### src/rtl/pool1_pkg.sv
// pool1_pkg
// Shared constants and types for the pool1 window reader.
//   DW            sample width (two's complement)
//   IN_W / IN_H   pooled feature map geometry
//   K             window side; OUT_W window positions per axis
//   NUM_TAPS      taps per window
//   FRAME_SAMPLES samples captured per frame
//   BEATS         output beats per frame
// Types: addr_t (7-bit buffer address), cnt_t (loop counter), state_t.
package pool1_pkg;

  localparam int DW            = 12;
  localparam int IN_W          = 10;
  localparam int IN_H          = 10;
  localparam int K             = 5;
  localparam int OUT_W         = IN_W - K + 1;
  localparam int NUM_TAPS      = K * K;
  localparam int FRAME_SAMPLES = IN_W * IN_H;
  localparam int BEATS         = OUT_W * OUT_W * NUM_TAPS;
  localparam int AW            = 7;

  typedef logic [AW-1:0] addr_t;
  typedef logic [2:0]    cnt_t;

  typedef enum logic {
    CAPTURE,
    READ
  } state_t;

  // Row-major buffer address of a window tap.
  function automatic addr_t tap_addr(input cnt_t win_row, input cnt_t win_col,
                                     input cnt_t tap_r, input cnt_t tap_c);
    addr_t row;
    row = addr_t'(win_row) + addr_t'(tap_r);
    return addr_t'(row * addr_t'(IN_W)) + addr_t'(win_col) + addr_t'(tap_c);
  endfunction

endpackage

### src/rtl/pool1_win_addr_gen.sv
// pool1_win_addr_gen
// Walks the window read-out loop nest (win_row, win_col, tap_r, tap_c,
// outermost first) and presents the buffer address of the current tap.
// Ports:
//   cnn_clk, rst_n  clock / async active-low reset
//   advance         step to the next tap (wraps to all-zero after the last)
//   addr            buffer address of the current tap
//   first           current tap is (0,0) of its window
//   last            current tap is (K-1,K-1) of its window
//   final_beat      current tap is the last tap of the last window
module pool1_win_addr_gen
  import pool1_pkg::*;
(
  input  logic  cnn_clk,
  input  logic  rst_n,
  input  logic  advance,
  output addr_t addr,
  output logic  first,
  output logic  last,
  output logic  final_beat
);

  cnt_t win_row, win_col, tap_r, tap_c;

  logic tap_c_wrap, tap_r_wrap, win_col_wrap;

  assign tap_c_wrap   = (tap_c == cnt_t'(K - 1));
  assign tap_r_wrap   = (tap_r == cnt_t'(K - 1));
  assign win_col_wrap = (win_col == cnt_t'(OUT_W - 1));

  // Odometer: each counter steps only when every inner counter wraps. After
  // the final tap all four wrap together, so the next frame starts at zero
  // without an explicit clear.
  always_ff @(posedge cnn_clk or negedge rst_n) begin
    if (!rst_n) begin
      win_row <= '0;
      win_col <= '0;
      tap_r   <= '0;
      tap_c   <= '0;
    end else if (advance) begin
      if (tap_c_wrap) begin
        tap_c <= '0;
        if (tap_r_wrap) begin
          tap_r <= '0;
          if (win_col_wrap) begin
            win_col <= '0;
            if (win_row == cnt_t'(OUT_W - 1)) begin
              win_row <= '0;
            end else begin
              win_row <= win_row + cnt_t'(1);
            end
          end else begin
            win_col <= win_col + cnt_t'(1);
          end
        end else begin
          tap_r <= tap_r + cnt_t'(1);
        end
      end else begin
        tap_c <= tap_c + cnt_t'(1);
      end
    end
  end

  assign addr       = tap_addr(win_row, win_col, tap_r, tap_c);
  assign first      = (tap_r == '0) && (tap_c == '0);
  assign last       = tap_r_wrap && tap_c_wrap;
  assign final_beat = last && win_col_wrap && (win_row == cnt_t'(OUT_W - 1));

endmodule

### src/rtl/pool1_window_reader.sv
// pool1_window_reader
// Captures one pooled 10x10 feature map from the pooling stage, then replays
// it as 6x6 positions of 5x5 windows (900 beats) over a valid/ready stream,
// then re-arms for the next frame.
// Build option: POOL1_RELU_EN -- when defined, negative samples are stored
// as 0 at capture time; otherwise samples are stored bit-exact.
// Ports:
//   cnn_clk, rst_n  clock / async active-low reset
//   buffer_en, max  sample strobe and pooled sample from the pooling stage
//   out_ready       downstream accepts the current beat
//   out_valid       out_data holds a window tap
//   out_data        tap value
//   out_first       tap (0,0) of a window
//   out_last        tap (K-1,K-1) of a window
//   frame_done      one-cycle pulse after the final beat is accepted
//   busy            frame is being read out
//   drop_err        sticky: a sample arrived while reading out
module pool1_window_reader
  import pool1_pkg::*;
(
  input  logic          cnn_clk,
  input  logic          rst_n,
  input  logic          buffer_en,
  input  logic [DW-1:0] max,
  input  logic          out_ready,
  output logic          out_valid,
  output logic [DW-1:0] out_data,
  output logic          out_first,
  output logic          out_last,
  output logic          frame_done,
  output logic          busy,
  output logic          drop_err
);

  state_t        state_q, state_d;
  addr_t         cap_count;
  logic [DW-1:0] buffer [FRAME_SAMPLES];
  logic [DW-1:0] store_val;

  logic  capture_we, capture_last;
  logic  load, xfer, final_xfer;
  logic  issued_all, out_final;
  addr_t gen_addr;
  logic  gen_first, gen_last, gen_final;

  assign capture_we   = (state_q == CAPTURE) && buffer_en;
  assign capture_last = capture_we && (cap_count == addr_t'(FRAME_SAMPLES - 1));

  // The output register refills whenever it is empty or being drained, so a
  // continuously ready consumer sees one beat per cycle.
  assign load       = (state_q == READ) && !issued_all && (!out_valid || out_ready);
  assign xfer       = out_valid && out_ready;
  assign final_xfer = xfer && out_final;
  assign busy       = (state_q == READ);

`ifdef POOL1_RELU_EN
  assign store_val = max[DW-1] ? '0 : max;
`else
  assign store_val = max;
`endif

  pool1_win_addr_gen u_addr_gen (
    .cnn_clk    (cnn_clk),
    .rst_n      (rst_n),
    .advance    (load),
    .addr       (gen_addr),
    .first      (gen_first),
    .last       (gen_last),
    .final_beat (gen_final)
  );

  always_ff @(posedge cnn_clk or negedge rst_n) begin
    if (!rst_n) begin
      state_q <= CAPTURE;
    end else begin
      state_q <= state_d;
    end
  end

  always_comb begin
    state_d = state_q;
    case (state_q)
      CAPTURE: if (capture_last) state_d = READ;
      READ:    if (final_xfer)   state_d = CAPTURE;
      default: state_d = CAPTURE;
    endcase
  end

  // Sample storage has no reset; a frame is always fully rewritten before
  // it is read.
  always_ff @(posedge cnn_clk) begin
    if (capture_we) begin
      buffer[cap_count] <= store_val;
    end
  end

  always_ff @(posedge cnn_clk or negedge rst_n) begin
    if (!rst_n) begin
      cap_count <= '0;
    end else if (capture_last) begin
      cap_count <= '0;
    end else if (capture_we) begin
      cap_count <= cap_count + addr_t'(1);
    end
  end

  // Marks that the last tap has been fetched so the wrapped address
  // generator is not re-read before the frame ends.
  always_ff @(posedge cnn_clk or negedge rst_n) begin
    if (!rst_n) begin
      issued_all <= 1'b0;
    end else if (state_q == CAPTURE) begin
      issued_all <= 1'b0;
    end else if (load && gen_final) begin
      issued_all <= 1'b1;
    end
  end

  // Output register doubles as the registered buffer read; it holds its
  // contents through a stall because load requires out_ready.
  always_ff @(posedge cnn_clk or negedge rst_n) begin
    if (!rst_n) begin
      out_valid  <= 1'b0;
      out_data   <= '0;
      out_first  <= 1'b0;
      out_last   <= 1'b0;
      out_final  <= 1'b0;
      frame_done <= 1'b0;
    end else begin
      frame_done <= final_xfer;
      if (load) begin
        out_valid <= 1'b1;
        out_data  <= buffer[gen_addr];
        out_first <= gen_first;
        out_last  <= gen_last;
        out_final <= gen_final;
      end else if (xfer) begin
        out_valid <= 1'b0;
        out_first <= 1'b0;
        out_last  <= 1'b0;
        out_final <= 1'b0;
      end
    end
  end

  always_ff @(posedge cnn_clk or negedge rst_n) begin
    if (!rst_n) begin
      drop_err <= 1'b0;
    end else if ((state_q == READ) && buffer_en) begin
      drop_err <= 1'b1;
    end
  end

endmodule
### config.mk
export PLATFORM = sky130hd
export DESIGN_NAME = pool1_window_reader
export DESIGN_NICKNAME = d
export VERILOG_FILES = /design/src/rtl/pool1_pkg.sv /design/src/rtl/pool1_win_addr_gen.sv /design/src/rtl/pool1_window_reader.sv
export SDC_FILE = /design/constraint.sdc
export NUM_CORES = 1
export LEC_CHECK = 0
export BUFFER_PORTS_ARGS = -buffer_cell sky130_fd_sc_hd__buf_2
export CORE_UTILIZATION = 55
export CTS_CLUSTER_SIZE = 28
export DETAILED_ROUTE_END_ITERATION = 8
export PLACE_DENSITY = 0.73
export SLEW_MARGIN = 5
export SYNTH_ARGS = -nofsm -noshare
export SYNTH_HDL_FRONTEND = slang
export SYNTH_HIERARCHICAL = 1
export SYNTH_SLANG_ARGS = --single-unit
### constraint.sdc
create_clock -name cnn_clk -period 3.8 [get_ports cnn_clk]
set_clock_uncertainty 0.05 [all_clocks]
set_input_delay 0.38 -clock cnn_clk [delete_from_list [all_inputs] [get_ports cnn_clk]]
set_output_delay 0.38 -clock cnn_clk [all_outputs]
set_load 0.005 [all_outputs]
After elaboration in Yosys (flattened, before gate mapping)
Memories as Yosys holds them, arrays and structs flattened. A register that Yosys moved wholly into a read port is not among the register bits. Cells that the tools add are included.

Flip-flop bits (word level): 27. Bits in writable memories: 1200. Bits of input ports: 16. Word-level logic and storage cells: 71. Memories kept: 1.

Memory list: buffer (depth 100, bits a word 12, read ports 1, clocked after Yosys merged registers in 1, wr ports 1, RTL line pool1_window_reader.sv:37) `logic [DW-1:0] buffer [FRAME_SAMPLES];`.

Add/subtract/negate cells: 8. Multiply operators: 1. Equal/unequal tests: 6. Mux-type cells: 18. Bitwise logic cells: 1. Reductions and logical operators: 23.

Operators by type and width (number): adder 7 x 3 -> 7 bit (2); two-way mux 7 bit (2); adder 3 x 1 -> 3 bit, second input constant (4); equality test 3 bit, second input constant (4); logical AND 1 bit (12); two-way mux 3 bit (4); two-way mux 1 bit (11); adder 7 x 1 -> 7 bit, second input constant (1); equality test 7 bit, second input constant (1); multiplier 7 x 3 -> 6 bit, second input constant (1); logical NOT 3 bit (2); adder 3 x 3 -> 4 bit (1); AND reduction 4 bit (1); nonzero test 2 bit (2); logical NOT 1 bit (3); AND reduction 3 bit (1); != test 2 x 1 -> 1 bit, second input constant (1); one-hot mux 1 bit (2 select lines) (1); AND reduction 2 bit (1); logical OR 1 bit (1); NOT 1 bit (1).

Logic depth before layout (Yosys ltp)
Gate-level depths: netlist (run 1).

Depth after elaboration: 7. Mapped depth: 17. Mapped depth without buffers: 15.

By module
Netlist (run 1), hierarchy kept.

By module, submodules not included: pool1_window_reader (times used 1, cells an instance 2212, area an instance 47586.9 µm²); pool1_win_addr_gen (times used 1, cells an instance 103, area an instance 1014.7 µm²).

Worst setup path after synthesis (run 1)
Ideal clock, no wire load.

Path kind: reg2reg. Start point: reg u_addr_gen.win_row[0]. End point: reg out_data[0] (read register of buffer). Library setup time: 135 ps. Data arrival time: 3971 ps. Path slack: -355 ps. Stages on the path, launching flop included: 17. Buffers on the path: 4. Clock period less this slack: 4155 ps. Cells stage by stage: dfrtp_1 -> ha_1 -> inv_1 -> fa_1 -> fa_1 -> inv_1 -> ha_1 -> a21o_1 -> a21oi_1 -> xnor2_1 -> buf_2 -> buf_2 -> clkbuf_1 -> clkbuf_1 -> nand3_1 -> o211ai_1 -> nand4_1.

Word-level cells in the longest chain between the ends: 4.

RTL lines: start: declaration (RTL line pool1_win_addr_gen.sv:23) `cnt_t win_row, win_col, tap_r, tap_c;`; start signal: assignment (RTL line pool1_win_addr_gen.sv:50) `win_row <= win_row + cnt_t'(1);`; adder 3 x 3 -> 4 bit (RTL line pool1_pkg.sv:34) `row = addr_t'(win_row) + addr_t'(tap_r);`; multiplier 7 x 3 -> 6 bit (RTL line pool1_pkg.sv:35) `return addr_t'(row * addr_t'(IN_W)) + addr_t'(win_col) + addr_t'(tap_c);`; adder 7 x 3 -> 7 bit (2 in a row) (RTL line pool1_pkg.sv:35); net gen_addr[4] (RTL line pool1_window_reader.sv:43) `addr_t gen_addr;`; end: declaration (RTL line pool1_window_reader.sv:27) `output logic [DW-1:0] out_data,`.

The timed path passes the listed nets, and every way through them passes these cells. A chain may end at the register's enable or synchronous reset.

Worst setup path in the final report (run 1)
Start point: reg u_addr_gen.tap_r[0]. End point: reg out_data[6] (read register of buffer).

Word-level cells in the longest chain between the ends: 4.

RTL lines: start: declaration (RTL line pool1_win_addr_gen.sv:23); start signal: assignment (RTL line pool1_win_addr_gen.sv:56) `tap_r <= tap_r + cnt_t'(1);`; adder 3 x 3 -> 4 bit (RTL line pool1_pkg.sv:34); multiplier 7 x 3 -> 6 bit (RTL line pool1_pkg.sv:35); adder 7 x 3 -> 7 bit (2 in a row) (RTL line pool1_pkg.sv:35); net gen_addr[2] (RTL line pool1_window_reader.sv:43).

The timed path passes the listed nets, and every way through them passes these cells.

==> results of run 1 <==
## power by group
| group | total [mW] | internal (mW) | leakage (nW) | switching (mW) |
|---|---|---|---|---|
| logic | 24.1 | 11.4 | 5.34 | 12.7 |
| registers | 15.2 | 15.1 | 11.3 | 0.145 |
| clock network | 11.6 | 6.57 | 1.87 | 5.01 |
| total | 50.9 | 33.1 | 18.5 | 17.8 |
## metrics by stage
step | setup TNS (ps) | hold WS (ps) | cells
3_5_place_dp | -6580 | 393 | 3643
6_report | -6090 | 310 | 3886
3_3_place_gp | -6600 | 385 | 3643
5_1_grt | -7270 | 346 | 3886
2_1_floorplan | 0 | 34.4 | 2315
4_1_cts | -5410 | 307 | 3879
## synth_stat cells, types with 4 or more instances
cell type	n	share of area [%]
edfxtp_1	1200	74
mux4_2	284	13
nor2_1	118	0.91
mux2i_1	76	1.6
nand2_1	51	0.39
nor2b_1	48	0.62
clkbuf_1	46	0.36
dfrtp_1	39	2.0
buf_2	38	0.39
a211oi_1	32	0.49
mux2_2	31	0.72
a22oi_1	30	0.46
a21oi_1	29	0.30
buf_4	28	0.43
nand3_1	26	0.27
inv_1	21	0.16
o211ai_1	18	0.28
nand4_1	17	0.22
o21ai_0	17	0.18
ha_1	15	0.39
a221oi_1	13	0.23
nor3_1	11	0.11
nor4_1	11	0.14
o22ai_1	11	0.14
a2111oi_0	10	0.18
buf_6	10	0.23
nand2b_1	9	0.12
a21o_1	7	0.11
xnor2_1	7	0.13
buf_1	6	0.046
fa_1	5	0.21
nand3b_1	5	0.077
o221ai_1	5	0.090
a22o_1	4	0.072
a31oi_1	4	0.051
and3_1	4	0.051
## area by class of cell
cell class / count / share of cell area [%]
Clock buffer: 139 / 5.41
Clock inverter: 81 / 1.35
Inverter: 21 / 0.168
Multi-Input combinational cell: 927 / 20.1
Sequential cell: 1239 / 65.3
Tap cell: 1155 / 2.55
Timing Repair Buffer: 323 / 5.04
Timing Repair inverter: 1 / 0.0155
## kinds of logic (layout without fill, tap and decap cells)
kind of cell | Yosys count | count (layout)
flops | 1239 | 1239
fa+ha+maj | 20 | 20
mux | 394 | 394
xor+xnor | 11 | 11
buf+inv | 149 | 565
simple gates | 317 | 317
compound gates | 185 | 185
## path summary, 6_finish.rpt
path	start	slack (ps)	endpoint	cells past startpoint
max	u_addr_gen/tap_r[0]	-630	out_data[6]	13
min	max[0]	310	buffer[76][0]	1
max reg2reg	u_addr_gen/tap_r[0]	-630	out_data[6]	13
min reg2reg	drop_err	400	drop_err	1
max in group asynchronous	rst_n	2630	out_first	2
min in group asynchronous	rst_n	370	out_data[0]	2
## critical path, cell delays in order (launching register included)
cell and delay (ps):
dfrtp_1 360, ha_2 200, inv_2 50, fa_1 600, fa_1 470, fa_2 680, inv_16 80, buf_12 150
buf_16 130, mux4_2 330, mux2i_4 200, a21oi_2 90, o211ai_1 660, nand4_1 200
## sequential cells by signal, summed over array words and instances, names as in the netlist, 3 cells and up
| register | count |
|---|---|
| cap_count | 7 |
| u_addr_gen/tap_c | 3 |
| u_addr_gen/win_col | 3 |
| buffer | 1200 |
| u_addr_gen/win_row | 3 |
| out_data | 12 |
| u_addr_gen/tap_r | 3 |
## metal layers
metal	vias to the layer above	part of all wire, %	track usage (%)
li1	10200	-	-
met3	247	10	6.52
met5	-	0.031	0
met1	12900	38	35.4
met2	1407	49	41.0
met4	6	3.4	8.88
## repair_timing
item / in CTS / in global routing
hold buffers: 3 / 0
cloned: 3 / 2
setup endpoints to repair: 12 / 12
setup buffers: 10 / 6
endpoints found under the hold margin: 43 / 0
pin swaps: 33 / 27
resized for setup: 73 / 49
==> impl_metrics.yaml, run 1 <==
sta:
  rsz0062_at_grt: "true"
  relSlewSlack_pct: 13.9
  finalCritPeriodShare_pct: 116
  max_freq_ghz: 0.226
  tightest_slew_ps: 1290
  hold_violations: 0
  min_period_ps: 4430
  setup_slack_ps: -627
  setup-violations-final: 12
  slew_violations: 0
final_layout:
  final_area_mm2: 0.0566
  multi_input_area_mm2: 0.0114
  layout-drive-gt1-share_pct: 33.5
  final_common_cell: "edfxtp_1"
  layout_common_cells: "edfxtp_1 (1200), mux4_2 (284), buf_4 (258), clkbuf_16 (120), nor2_1 (117)"
  nets: 2667
  fillers: 5515
  fin_util_pct: 65.0
  diodes: 0
  seqCellArea_mm2: 0.0370
  areaGrowthSynthToFinish_pct: 16.5
clocking:
  cts_sinks: 1239
  htree_num_levels: 3
  cts-root-buf: "clkbuf_16"
  path_clk_slew_ps: 60
  clock_path_buffers: 3
  clk_latency_ps: 710
  cts_tree: "built"
  cts_made_buffers: 118
logic_synthesis:
  async_flop_share_pct: 3.15
  synth_nets: 2351
  synthAdderAreaFrac_pct: 0.592
  syn_inst: 2315
  syn-cell-area_mm2: 0.0486
  ys_warn_count: 6
  ys_ff_latch: 1239
  synth_ff_type: "edfxtp_1"
  synthSimpleGateAreaFrac_pct: 3.20
  synthMuxAreaShare_pct: 15.5
  ys_seq_area_share_pct: 76.2
  synth_edf_count: 1200
  synth_top_family_by_area: "multiplexers"
  synth_xor_area_share_pct: 0.227
  synth.avg_cell_area_um2: 21.0
  synth_compound_area_share_pct: 2.67
  synth_cell_types: 52
worst_setup_path:
  critPathRequiredTime_ps: 4290
  arrival_ps: 4910
  crit_type: "register to register"
  critPathMaxFanout: 6
  end_kind: "register"
  cp-start-kind: "register"
grt:
  antenna_found_initial: 5
  grt_overflow: 0
  grt_pass1_wl_mm: 167
  grt_max_degree: 101
  track_usage_pct: 25.9
  grt_pass1_vias: 25000
power_and_ir_drop:
  vdd_ir_drop_max_mv: 0.559
  leakagePower_nw: 18.5
  powerDensity_mw_per_mm2: 898
  total_power_mw: 50.9
die:
  rows: 108
  core-area_mm2: 0.0872
  die_w_um: 299
  die_height_um: 299
  die-area_mm2: 0.0896
  pin_count: 34
  initial_core_util_pct: 55.8
run_status:
  status: "finished, violations left"
  violations: "setup timing"
routing:
  wire_per_inst_um: 29.5
  dr.first_iter.drc_count: 3100
  vias: 24800
  drtPass1Iterations: 6
  final_antenna_net_count: 0
  wl_mm: 115
  drcViolationCount: 0
  vias_per_cell: 6.39
placement:
  dp_hpwl_mm: 69.0
  port_buffers: 33
  gp_congestion: 0.900
  place_worst_setup_slack_ps: -690
  dpl_cell_area_mm2: 0.0520
min_path:
  min_path_type: "input port to register"
run:
  cap_violations: 0
(Power assumes the default switching activity.)
==> inputs of run 2 (changes only) <==
==> constraint.sdc (replaced) <==
create_clock -name cnn_clk -period 3.8 [get_ports cnn_clk]
set_clock_uncertainty 0.05 [all_clocks]
set_input_delay 0.57 -clock cnn_clk [delete_from_list [all_inputs] [get_ports cnn_clk]]
set_output_delay 0.57 -clock cnn_clk [all_outputs]
set_load 0.005 [all_outputs]
==> impl_metrics.yaml, run 2 (same netlist as run 1, synthesis figures left out) <==
run_status:
  status: "finished, violations left"
  violations: "setup timing"
routing:
  wl_mm: 116
  drtPass1Iterations: 7
  vias: 24900
  wire_per_inst_um: 29.7
  dr.first_iter.drc_count: 3306
  final_antenna_net_count: 0
  drcViolationCount: 0
  vias_per_cell: 6.41
power_and_ir_drop:
  leakagePower_nw: 18.5
  powerDensity_mw_per_mm2: 901
  vdd_ir_drop_max_mv: 0.727
  total_power_mw: 51.1
placement:
  place_worst_setup_slack_ps: -718
  port_buffers: 33
  dpl.cell_count: 3652
  gp_congestion: 0.878
  dp_hpwl_mm: 69.1
die:
  core-area_mm2: 0.0872
  die_w_um: 299
  pin_count: 34
  rows: 108
  die-area_mm2: 0.0896
  initial_core_util_pct: 55.8
  die_height_um: 299
grt:
  grt_max_degree: 101
  grt_overflow: 0
  track_usage_pct: 26.1
  antenna_found_initial: 3
  grt_pass1_vias: 25400
  grt_pass1_wl_mm: 169
final_layout:
  fillers: 5500
  largest_reg_flops: 1200
  fin_util_pct: 65.0
  multi_input_area_mm2: 0.0114
  nets: 2672
  seqCellArea_mm2: 0.0370
  final_common_cell: "edfxtp_1"
  layout-drive-gt1-share_pct: 33.6
  layout_common_cells: "edfxtp_1 (1200), mux4_2 (284), buf_4 (262), clkbuf_16 (121), nor2_1 (115)"
  top_register: "buffer"
  largestRegisters: "buffer: 1200 flops, out_data: 12 flops, cap_count: 7 flops"
  finalNonFillerCells: 3892
  diodes: 0
  areaGrowthSynthToFinish_pct: 16.6
worst_setup_path:
  end_kind: "register"
  crit_type: "register to register"
  cp_slowest_cell: "o211ai_1"
  cpPeakStageDelay_ps: 610
  cp-start-kind: "register"
  arrival_ps: 4800
  critPathMaxFanout: 8
  critPathRequiredTime_ps: 4290
  path_cells: "ha_2 -> inv_2 -> fa_2 -> fa_1 -> fa_2 -> buf_12 -> inv_16 -> buf_16 -> mux4_2 -> nor2b_1 -> a211oi_2 -> a21oi_1 -> o211ai_1 -> nand4_1"
  crit_path_frequent_cell: "fa_2"
sta:
  hold_ws_ps: 32.6
  relSlewSlack_pct: 17.1
  max_freq_ghz: 0.232
  rsz0062_at_grt: "true"
  hold_violations: 0
  min_period_ps: 4310
  slew_violations: 0
  finalCritPeriodShare_pct: 113
  setup-violations-final: 12
  setup_slack_ps: -510
  tightest_slew_ps: 1240
clocking:
  cts-root-buf: "clkbuf_16"
  htree_num_levels: 3
  clock_path_buffers: 3
  cts_made_buffers: 118
  clk_latency_ps: 700
  cts_tree: "built"
  holdBufCountCts: 0
  cts_sinks: 1239
  path_clk_slew_ps: 60
run:
  cap_violations: 0
min_path:
  min_path_type: "input port to asynchronous set/reset pin"
==> run 2: cell count changes in the layout (fill, tap and decap cells not counted), moves of 4 or more <==
cell / delta
mux2i_1: +6
a221oi_1: -5
a22oi_2: +7
a22oi_1: -7
clkbuf_1: +7
buf_12: -5
a21oi_1: +6
a21oi_2: -7
buf_4: +4
mux2i_2: -4
a221oi_2: +5
buf_6: +4
==> run 2: path summary, 6_finish.rpt <==
check | start | endpoint | slack (ps) | cells after the start
worst max-delay path | u_addr_gen/tap_r[0] | out_data[0] | -510 | 14
worst min-delay path | rst_n | out_data[0] | 30 | 1
worst max register to register | u_addr_gen/tap_r[0] | out_data[0] | -510 | 14
worst min register to register | drop_err | drop_err | 410 | 1
max in group asynchronous | rst_n | u_addr_gen/win_row[2] | 2990 | 1
min in group cnn_clk | buffer_en | drop_err | 50 | 2
==> run 2: final cells by class <==
type / count / area share [%]
clock inverters: 76 / 1.28
multi-input cells: 927 / 20.1
inverters: 21 / 0.168
repair inverters: 2 / 0.0574
well taps: 1155 / 2.55
flip-flops and latches: 1239 / 65.3
repair buffers: 327 / 5.07
clock buffers: 145 / 5.46
==> run 2: routing by layer <==
| layer | vias to the layer above | share of wire [%] | global-route usage, % |
|---|---|---|---|
| li1 | 10300 | - | - |
| met1 | 13100 | 38 | 36.3 |
| met2 | 1316 | 49 | 41.7 |
| met3 | 245 | 9.6 | 5.15 |
| met4 | 4 | 3.6 | 9.58 |
| met5 | - | 0.023 | 0 |
==> run 2: worst max-delay path: cells and delay by family (launching register included) <==
kind | cells | cell delay [ps]
DFF | 1 | 400
muxes | 1 | 270
buffers and inverters | 4 | 440
adders and majority gates | 4 | 1740
AOI/OAI and AO/OA | 3 | 920
and+or+nand+nor | 2 | 300
==> run 2: report_power, final <==
part	total (mW)	switching [mW]	internal (mW)
combinational	24.3	12.9	11.4
sequential	15.2	0.143	15.1
clock	11.5	4.97	6.55
==> run 2: stage by stage <==
step / area (um^2) / TNS [ps]
4_1_cts: 56400 / -4120
2_1_floorplan: 48600 / 0
3_5_place_dp: 52000 / -7720
6_report: 56700 / -4890
5_1_grt: 56700 / -5940
3_3_place_gp: 52000 / -7500
==> run 2: repair_timing <==
item                                    in CTS  in global routing
endpoints found under the setup margin      12                 12
resized for setup                           92                 41
setup buffers                                9                  5
cloned                                       5                  1
pin swaps                                   24                 22
